--- src/rtl/nebula_vc_credit_ctrl_if.sv ---
// rtl/nebula_vc_credit_ctrl_if.sv - send/return handshake and credit status bundle for the VC credit controller
interface nebula_vc_credit_ctrl_if #(
  parameter int NUM_VCS      = 4,
  parameter int MAX_CREDITS  = 8,
  parameter int CREDIT_WIDTH = $clog2(MAX_CREDITS + 1),
  parameter int RET_WIDTH    = $clog2(MAX_CREDITS + 1),
  parameter int VC_W         = (NUM_VCS > 1) ? $clog2(NUM_VCS) : 1
);
  logic                              send_valid;
  logic [VC_W-1:0]                   send_vc;
  logic                              send_accept;
  logic                              ret_valid;
  logic [VC_W-1:0]                   ret_vc;
  logic [RET_WIDTH-1:0]              ret_cnt;
  logic                              reinit;
  logic [NUM_VCS*CREDIT_WIDTH-1:0]   credit_count;
  logic [NUM_VCS-1:0]                credits_avail;
  logic [NUM_VCS-1:0]                credit_low;
  logic [NUM_VCS-1:0]                ovf_err;
  logic [NUM_VCS-1:0]                udf_err;

  modport master (
    output send_valid, send_vc, ret_valid, ret_vc, ret_cnt, reinit,
    input  send_accept, credit_count, credits_avail, credit_low, ovf_err, udf_err
  );

  modport slave (
    input  send_valid, send_vc, ret_valid, ret_vc, ret_cnt, reinit,
    output send_accept, credit_count, credits_avail, credit_low, ovf_err, udf_err
  );
endinterface

--- src/rtl/nebula_vc_credit_ctrl.sv ---
// rtl/nebula_vc_credit_ctrl.sv - per-VC credit counters gating flit sends, with batched returns and sticky errors
module nebula_vc_credit_ctrl #(
  parameter int NUM_VCS      = 4,
  parameter int MAX_CREDITS  = 8,
  parameter int CREDIT_WIDTH = $clog2(MAX_CREDITS + 1),
  parameter int RET_WIDTH    = $clog2(MAX_CREDITS + 1),
  parameter int LOW_WM       = 2,
  parameter int VC_W         = (NUM_VCS > 1) ? $clog2(NUM_VCS) : 1
) (
  input  logic                   clk,
  input  logic                   rst,
  nebula_vc_credit_ctrl_if.slave bus
);
  localparam logic [CREDIT_WIDTH-1:0] MAX_CNT  = CREDIT_WIDTH'(MAX_CREDITS);
  localparam logic [CREDIT_WIDTH:0]   MAX_WIDE = (CREDIT_WIDTH + 1)'(MAX_CREDITS);

  logic [CREDIT_WIDTH-1:0]         count [NUM_VCS];
  logic [CREDIT_WIDTH:0]           nxt   [NUM_VCS];
  logic [NUM_VCS-1:0]              send_hit, ret_hit, ovf_set, udf_set;
  logic [NUM_VCS-1:0]              avail, low, ovf_q, udf_q;
  logic [NUM_VCS*CREDIT_WIDTH-1:0] packed_cnt;
  logic                            accept;

  // Out-of-range VC indices match no channel, so they are ignored naturally.
  always_comb begin
    for (int v = 0; v < NUM_VCS; v++) begin
      send_hit[v] = bus.send_valid && (bus.send_vc == VC_W'(v));
      ret_hit[v]  = bus.ret_valid && (bus.ret_vc == VC_W'(v));
    end
  end

  assign accept          = !bus.reinit && |(send_hit & avail);
  assign bus.send_accept = accept;

  always_comb begin
    for (int v = 0; v < NUM_VCS; v++) begin
      nxt[v] = {1'b0, count[v]}
             + (ret_hit[v] ? (CREDIT_WIDTH + 1)'(bus.ret_cnt) : '0)
             - (CREDIT_WIDTH + 1)'(accept && send_hit[v]);
      ovf_set[v] = nxt[v] > MAX_WIDE;
      udf_set[v] = send_hit[v] && (count[v] == '0);
    end
  end

  always_ff @(posedge clk or posedge rst) begin
    if (rst) begin
      for (int v = 0; v < NUM_VCS; v++) count[v] <= MAX_CNT;
      ovf_q <= '0;
      udf_q <= '0;
    end else if (bus.reinit) begin
      for (int v = 0; v < NUM_VCS; v++) count[v] <= MAX_CNT;
      ovf_q <= '0;
      udf_q <= '0;
    end else begin
      for (int v = 0; v < NUM_VCS; v++)
        count[v] <= ovf_set[v] ? MAX_CNT : nxt[v][CREDIT_WIDTH-1:0];
      ovf_q <= ovf_q | ovf_set;
      udf_q <= udf_q | udf_set;
    end
  end

  always_comb begin
    packed_cnt = '0;
    for (int v = 0; v < NUM_VCS; v++) begin
      packed_cnt[v*CREDIT_WIDTH +: CREDIT_WIDTH] = count[v];
      avail[v] = (count[v] != '0);
      low[v]   = int'(count[v]) <= LOW_WM;
    end
  end

  assign bus.credit_count  = packed_cnt;
  assign bus.credits_avail = avail;
  assign bus.credit_low    = low;
  assign bus.ovf_err       = ovf_q;
  assign bus.udf_err       = udf_q;
endmodule

--- src/flat_wrapper.sv ---
// flat-port wrapper written by rule: the top's interface ports become plain ports
module nebula_vc_credit_ctrl_flat 
#(
  parameter int NUM_VCS      = 4,
  parameter int MAX_CREDITS  = 8,
  parameter int CREDIT_WIDTH = $clog2(MAX_CREDITS + 1),
  parameter int RET_WIDTH    = $clog2(MAX_CREDITS + 1),
  parameter int LOW_WM       = 2,
  parameter int VC_W         = (NUM_VCS > 1) ? $clog2(NUM_VCS) : 1
)
  (clk, rst, bus_send_valid, bus_send_vc, bus_ret_valid, bus_ret_vc, bus_ret_cnt, bus_reinit, bus_send_accept, bus_credit_count, bus_credits_avail, bus_credit_low, bus_ovf_err, bus_udf_err);
  nebula_vc_credit_ctrl_if #(.NUM_VCS(NUM_VCS), .MAX_CREDITS(MAX_CREDITS), .CREDIT_WIDTH(CREDIT_WIDTH), .RET_WIDTH(RET_WIDTH), .VC_W(VC_W)) bus_i ();
  input  logic clk;
  input  logic rst;
  input wire logic [$bits(bus_i.send_valid)-1:0] bus_send_valid;
  input wire logic [$bits(bus_i.send_vc)-1:0] bus_send_vc;
  input wire logic [$bits(bus_i.ret_valid)-1:0] bus_ret_valid;
  input wire logic [$bits(bus_i.ret_vc)-1:0] bus_ret_vc;
  input wire logic [$bits(bus_i.ret_cnt)-1:0] bus_ret_cnt;
  input wire logic [$bits(bus_i.reinit)-1:0] bus_reinit;
  output wire logic [$bits(bus_i.send_accept)-1:0] bus_send_accept;
  output wire logic [$bits(bus_i.credit_count)-1:0] bus_credit_count;
  output wire logic [$bits(bus_i.credits_avail)-1:0] bus_credits_avail;
  output wire logic [$bits(bus_i.credit_low)-1:0] bus_credit_low;
  output wire logic [$bits(bus_i.ovf_err)-1:0] bus_ovf_err;
  output wire logic [$bits(bus_i.udf_err)-1:0] bus_udf_err;
  assign bus_i.send_valid = bus_send_valid;
  assign bus_i.send_vc = bus_send_vc;
  assign bus_i.ret_valid = bus_ret_valid;
  assign bus_i.ret_vc = bus_ret_vc;
  assign bus_i.ret_cnt = bus_ret_cnt;
  assign bus_i.reinit = bus_reinit;
  assign bus_send_accept = bus_i.send_accept;
  assign bus_credit_count = bus_i.credit_count;
  assign bus_credits_avail = bus_i.credits_avail;
  assign bus_credit_low = bus_i.credit_low;
  assign bus_ovf_err = bus_i.ovf_err;
  assign bus_udf_err = bus_i.udf_err;
  nebula_vc_credit_ctrl #(.NUM_VCS(NUM_VCS), .MAX_CREDITS(MAX_CREDITS), .CREDIT_WIDTH(CREDIT_WIDTH), .RET_WIDTH(RET_WIDTH), .LOW_WM(LOW_WM), .VC_W(VC_W)) u_core (.clk(clk), .rst(rst), .bus(bus_i));
endmodule
--- config.mk ---
export PLATFORM = sky130hd
export DESIGN_NAME = nebula_vc_credit_ctrl_flat
export DESIGN_NICKNAME = d
export VERILOG_FILES = /design/src/rtl/nebula_vc_credit_ctrl_if.sv /design/src/rtl/nebula_vc_credit_ctrl.sv /design/src/flat_wrapper.sv
export SDC_FILE = /design/constraint.sdc
export NUM_CORES = 1
export LEC_CHECK = 0
export CAP_MARGIN = 15
export CORE_MARGIN = 2
export CORE_UTILIZATION = 52
export CTS_BUF_LIST = sky130_fd_sc_hd__clkbuf_16
export DETAILED_ROUTE_END_ITERATION = 8
export PLACE_DENSITY = 0.82
export SLEW_MARGIN = 40
export SYNTH_ARGS = -nofsm -noshare
export SYNTH_HDL_FRONTEND = slang
export SYNTH_SLANG_ARGS = --single-unit
--- constraint.sdc ---
create_clock -name clk -period 4.1 [get_ports clk]
set_input_delay 0.41 -clock clk [delete_from_list [all_inputs] [get_ports clk]]
set_output_delay 0.41 -clock clk [all_outputs]
set_load 0.02 [all_outputs]
After elaboration in Yosys (flattened, before gate mapping)
Cells that the tools add are included.
{ "word_totals": {"inputBits": 13, "out_inout_bits": 33, "register_bits": 24, "word_cells": 71} }
{ "op_classes": {"magnitude_cmp": 8, "n_eq_ne": 6, "muxes": 11, "add_sub_neg": 8, "n_bitwise": 3, "reduce_logical": 29} }
{ "ops": {"columns": ["op", "n"], "rows": [
  ["4-bit 2-to-1 mux", 10],
  ["4-bit by 5-bit adder with 5-bit output", 4],
  ["5-bit by 4-bit > comparator with 1-bit output (second input constant)", 4],
  ["5-bit by 1-bit subtractor with 5-bit output", 4],
  ["1-bit logical AND", 17],
  ["4-bit by 2-bit <= comparator with 1-bit output (second input constant)", 4],
  ["4-bit logical NOT", 4],
  ["16-bit 2-to-1 mux", 1],
  ["4-bit nonzero test", 4],
  ["2-bit equality test (second input constant)", 4],
  ["4-bit OR", 2],
  ["4-bit AND", 1],
  ["2-bit by 1-bit equality test with 1-bit output (second input constant)", 2],
  ["2-bit logical NOT", 2],
  ["4-bit OR reduction", 1],
  ["1-bit logical NOT", 1]
]} }

Depth between registers and ports, before layout
{ "depth": {"ltp_word": 10, "mapped_depth": 13, "ltp_nobuf": 13} }

Worst setup path after synthesis
Ideal clock, no wire load.
{ "synth_path": {"path_kind": "flip-flop to flip-flop", "from": "register u_core.count (netlist bit u_core.bus.credit_count[4])", "to": "register u_core.count (netlist bit u_core.bus.credit_count[7])", "required_ps": 4012, "path_buffers": 0, "period_less_slack_ps": 2996, "setup_time_ps": 88, "slack_ps": 1104, "t_arrival_ps": 2908, "path_stages_with_launch": 13, "path_cell_list": "dfrtp_1 > or4_4 > nand2_1 > nor3_1 > ha_1 > inv_1 > ha_1 > inv_1 > fa_1 > nand2b_1 > a21oi_1 > xor2_1 > or3_1"} }
{ "synth_between": {"elab_chain_len": 9, "elab_cells_between_ends": 10, "classes_between": "2 x add/sub; 1 x order compare; 2 x mux; 1 x bitwise; 4 x reduce/logical"} }
{ "synth_lines": {"columns": ["element", "line_no", "text"], "rows": [
  ["start: declaration", "nebula_vc_credit_ctrl.sv:17", "logic [CREDIT_WIDTH-1:0] count [NUM_VCS];"],
  ["start signal: indexed assignment", "nebula_vc_credit_ctrl.sv:56", "count[v] <= ovf_set[v] ? MAX_CNT : nxt[v][CREDIT_WIDTH-1:0];"],
  ["4-bit nonzero test (*)", "nebula_vc_credit_ctrl.sv:66", "avail[v] = (count[v] != '0);"],
  ["net bus_credits_avail[1]", "flat_wrapper.sv:23", "output wire logic [$bits(bus_i.credits_avail)-1:0] bus_credits_avail;"],
  ["4-bit AND (*)", "nebula_vc_credit_ctrl.sv:32", "assign accept = !bus.reinit && |(send_hit & avail);"],
  ["4-bit OR reduction (*)", "nebula_vc_credit_ctrl.sv:32", null],
  ["1-bit logical AND (*)", "nebula_vc_credit_ctrl.sv:32", null],
  ["1-bit logical AND (*)", "nebula_vc_credit_ctrl.sv:39", "- (CREDIT_WIDTH + 1)'(accept && send_hit[v]);"],
  ["5-bit by 1-bit subtractor with 5-bit output (*)", "nebula_vc_credit_ctrl.sv:39", null],
  ["5-bit by 4-bit > comparator with 1-bit output", "nebula_vc_credit_ctrl.sv:40", "ovf_set[v] = nxt[v] > MAX_WIDE;"],
  ["4-bit 2-to-1 mux (*)", "nebula_vc_credit_ctrl.sv:56", null],
  ["16-bit 2-to-1 mux (*)", "nebula_vc_credit_ctrl.sv:50", "end else if (bus.reinit) begin"]
]} }
The timed path passes the listed nets; every way through them passes the cells marked *.

Worst setup path after layout
{ "layout_path": {"from": "input port bus_reinit", "to": "register u_core.count (netlist bit u_core.bus.credit_count[3])"} }
{ "layout_between": {"elab_chain_len": 7} }
{ "layout_lines": {"columns": ["element", "line_no", "text"], "rows": [
  ["start: declaration", "flat_wrapper.sv:20", "input wire logic [$bits(bus_i.reinit)-1:0] bus_reinit;"],
  ["1-bit logical NOT", "nebula_vc_credit_ctrl.sv:32", null],
  ["1-bit logical AND", "nebula_vc_credit_ctrl.sv:32", null],
  ["1-bit logical AND", "nebula_vc_credit_ctrl.sv:39", null],
  ["5-bit by 1-bit subtractor with 5-bit output", "nebula_vc_credit_ctrl.sv:39", null],
  ["5-bit by 4-bit > comparator with 1-bit output", "nebula_vc_credit_ctrl.sv:40", null],
  ["4-bit 2-to-1 mux", "nebula_vc_credit_ctrl.sv:56", null],
  ["16-bit 2-to-1 mux (*)", "nebula_vc_credit_ctrl.sv:50", null]
]} }
Every way passes the cells marked *; elsewhere a longest branch is shown, timed or not.

==> summary.md <==
| Metric | Value |
|---|---|
| DRT Pass-1 Iters | 4 |
| Slew HR | 0.660 |
| GRT Overall Usage | 0.227 |
| Ys async rst share | 1.00 |
| Via count | 1,833 |
| Post-CTS Setup Bufs | 0 |
| Vias in the first global route | 1,760 |
| Outcome | finished, final reports clean |
| Routed WL per cell | 13.6 microns |
| Cts hold-fix bufs | 0 |
| Critical path arrival | 3.35 ns |
| Largest cells by area after synthesis | dfrtp_1 (25%), ha_1 (20%), inv_1 (11%), dfstp_2 (5.2%), nor4_1 (4.6%) |
| Startpoint Class | input pin |
| Syn_area_per_cell | roughly 8.5 sq um |
| Max clock buf depth | 2 |
| Antenna Nets Post-Route | 0 |
| CP max stage cell | clkdlybuf4s50_1 |
| Root Driver | clkbuf_16 |
| Final total power | 1560 uW |
| Place WS | 0.760 ns |
| Drt drc | 0 |
| Post-Syn Nets | 288 |
| Yosys cell types | 32 |
| Starting Density | 0.548 |
| M1 GR Usage | 0.286 |
| Achievable frequency | 315 MHz |
| Synthesized flop and latch total | 24 |
| Worst path max stage delay | 0.42 ns |
| Die Span Y | 66.6 microns |
| RSZ-0062 raised after global routing | false |
| Hold_sp | u_core.bus.udf_err[0]$_DFF_PP0_ |
| Largest area contributor in the netlist | dfrtp_1 |
| Core area | 3720 sq um |
| Most numerous cell in the Yosys netlist | inv_1 |
| Pwr/cell area | between 500 and 600 nW/um^2 |
| Post-synth EDFFs | 0 |
| # H-tree levels | 1 |
| Initial DRC Count | 122 |
| Global route hottest layer | met2 |
| Final setup vio count | 0 |
| Clk_lat worst skew | between 0.2 and 0.3 ns |
| Post-synthesis sequential area ratio | 0.297 |
| Area delta synth->final | 29.5% |
| Critical path type | in2reg |
| Initial antenna violation count | 0 |
| First-pass GRT wire length | 7720 microns |
| Final WS setup | 0.923 ns |
| I/O Pins | 46 |
| Die W | ~67 microns |
| Max-Cap Viols | 0 |
| Peak supply drop | 0.000442 V |
| Die area | 4430 sq um |
| Clk sinks | 24 |
| Setup TNS | 0 ns |
| Period utilization | 0.775 |
| Final WL | 4580 microns |
| Reg2reg start | u_core.bus.credit_count[4]$_DFF_PP0_ |
| Crit path top cell by count | inv_1 |
| Met2 GRT Util | 0.421 |
| Clock slew at reported path FFs | 0.06 ns |
| Post-DP HPWL | 3600 microns |
| Final net count | 339 |
| Overflow after GRT | 0 |
| DR vias/cell | 5.46 |
| CTS tree | built |
| Final min period | 3.18 ns |
| CP bufs+invs | 4 |
| Crit path from | bus_reinit |
| Slew Limit Fails | 0 |
| Count of input and output buffers | 45 |
| ANT cells | 0 |
| Worst-Margin Slew | slightly above 0.5 ns |
| Post-synth top flop | dfrtp_1 |
| Fillers | around 300 |
| Crit-path cells | clkdlybuf4s50_1 > inv_1 > nand2_1 > nor4_1 > ha_1 > inv_1 > ha_1 > inv_1 > fa_1 > nand2b_1 > a21oi_1 > xor2_1 > or3_1 |
| Worst Setup End Kind | flip-flop |
| Mapped Cells | 239 |
| Critical path peak fanout | 7 |
| Placed Instance Area | roughly 2600 sq um |
| Leakage power | between 0.001 and 0.0015 uW |
| Worst EP required | 4.28 ns |
| HP Class | reg2reg |
| Footprint of the multi-input gates | 1210 sq um |
| Most frequent cells after synthesis | inv_1 (57), ha_1 (32), dfrtp_1 (20) |
| Yosys warnings | 0 |
| CP top delay family | simple AND/OR/NAND/NOR gates |
| Num CTS Buffers | 3 |
| Finished layout cell area | around 2600 sq um |
| Fin. Hold Viols | 0 |
| Largest net degree at the start of global routing | 25 |
| Layout cells sized above 1 | 0.0486 |
| Netlist Area Pre-Place | 2040 sq um |
| Final Hold Slack | 0.504 ns |
| Clock skew | ~0.00095 ns |
| GR Util met3 | 0.0203 |
| Reg area | 606 sq um |
| Share of the synthesized area in the top cell type | 0.246 |
| Gpl congestion | 0.856 |
| Post-CTS sizing | 0 |
| Num rows | 22 |
-- final cells by class --
class	instances	area share
multi-input cells	156	0.459
flip-flops and latches	24	0.230
repair buffers	48	0.179
inverters	57	0.0811
clock buffers	3	0.0285
well taps	48	0.0228
-- final timing paths --
kind	to	slack (ns)	cells after the start
max	u_core.bus.credit_count[3]$_DFF_PP1_	0.92	13
min	u_core.bus.udf_err[0]$_DFF_PP0_	0.50	2
max reg2reg	u_core.bus.credit_count[7]$_DFF_PP1_	0.98	12
min reg2reg	u_core.bus.udf_err[0]$_DFF_PP0_	0.50	2
max in group asynchronous	u_core.bus.credit_count[3]$_DFF_PP1_	3.23	2
min in group asynchronous	u_core.bus.ovf_err[2]$_DFF_PP0_	0.51	2
-- cell families after synthesis --
logic type | count (synthesis) | share of synthesized area
buf+inv | 59 | 0.109
compound gates | 29 | 0.100
xor+xnor | 12 | 0.0516
fa+ha+maj | 36 | 0.236
flops | 24 | 0.297
simple gates | 79 | 0.206
-- worst register-to-register path, delay by kind of cell, from the launching register on --
kind	cells	cell delay (ns)
adders and majority gates	3	0.82
and+or+nand+nor	5	1.27
DFF	1	0.44
buffers and inverters	2	0.11
xor gates and xnor gates	1	0.16
AOI/OAI and AO/OA	1	0.24
-- layer usage --
layer	wire [microns]	share of wire
met1	2030	0.44
met2	2220	0.48
met3	290	0.063
met4	43	0.0094
met5	0	0
-- cells in the final DEF, fill, tap and decap left out, types with 2 or more instances in the layout --
master           netlist  routed
inv_1                 57      56
clkdlybuf4s50_1        0      45
ha_1                  32      32
dfrtp_1               20      20
nand2_1               18      18
nor2_1                16      16
nor4_1                15      15
xor2_1                 8       8
a21oi_1                8       8
or3_1                  8       8
a31oi_1                6       6
and2_1                 4       4
nand2b_1               4       4
a21o_1                 4       4
xnor2_1                4       4
nand3b_1               4       4
a32o_1                 4       4
a211oi_1               4       4
fa_1                   4       4
dfstp_2                4       4
clkbuf_16              0       3
buf_4                  0       3
nor3_1                 2       2
-- report_power, final --
part / switching [uW] / total [uW] / internal [uW]
combinational: 546 / 998 / 452
sequential: 48.7 / 359 / 311
clock: 78.0 / 207 / 129
-- metrics by stage --
step | cells | utilization
floorplan | 239 | -
finish | 336 | 0.710
global route | 336 | 0.710
detailed placement | 333 | 0.690
global placement | 333 | 0.690
CTS | 336 | 0.710
-- registers in the layout (all words and copies together) (netlist names) --
signal,cells
u_core.bus.udf_err,4
u_core.bus.credit_count,16
u_core.bus.ovf_err,4
No activity file was read; power rests on OpenSTA's default activity.
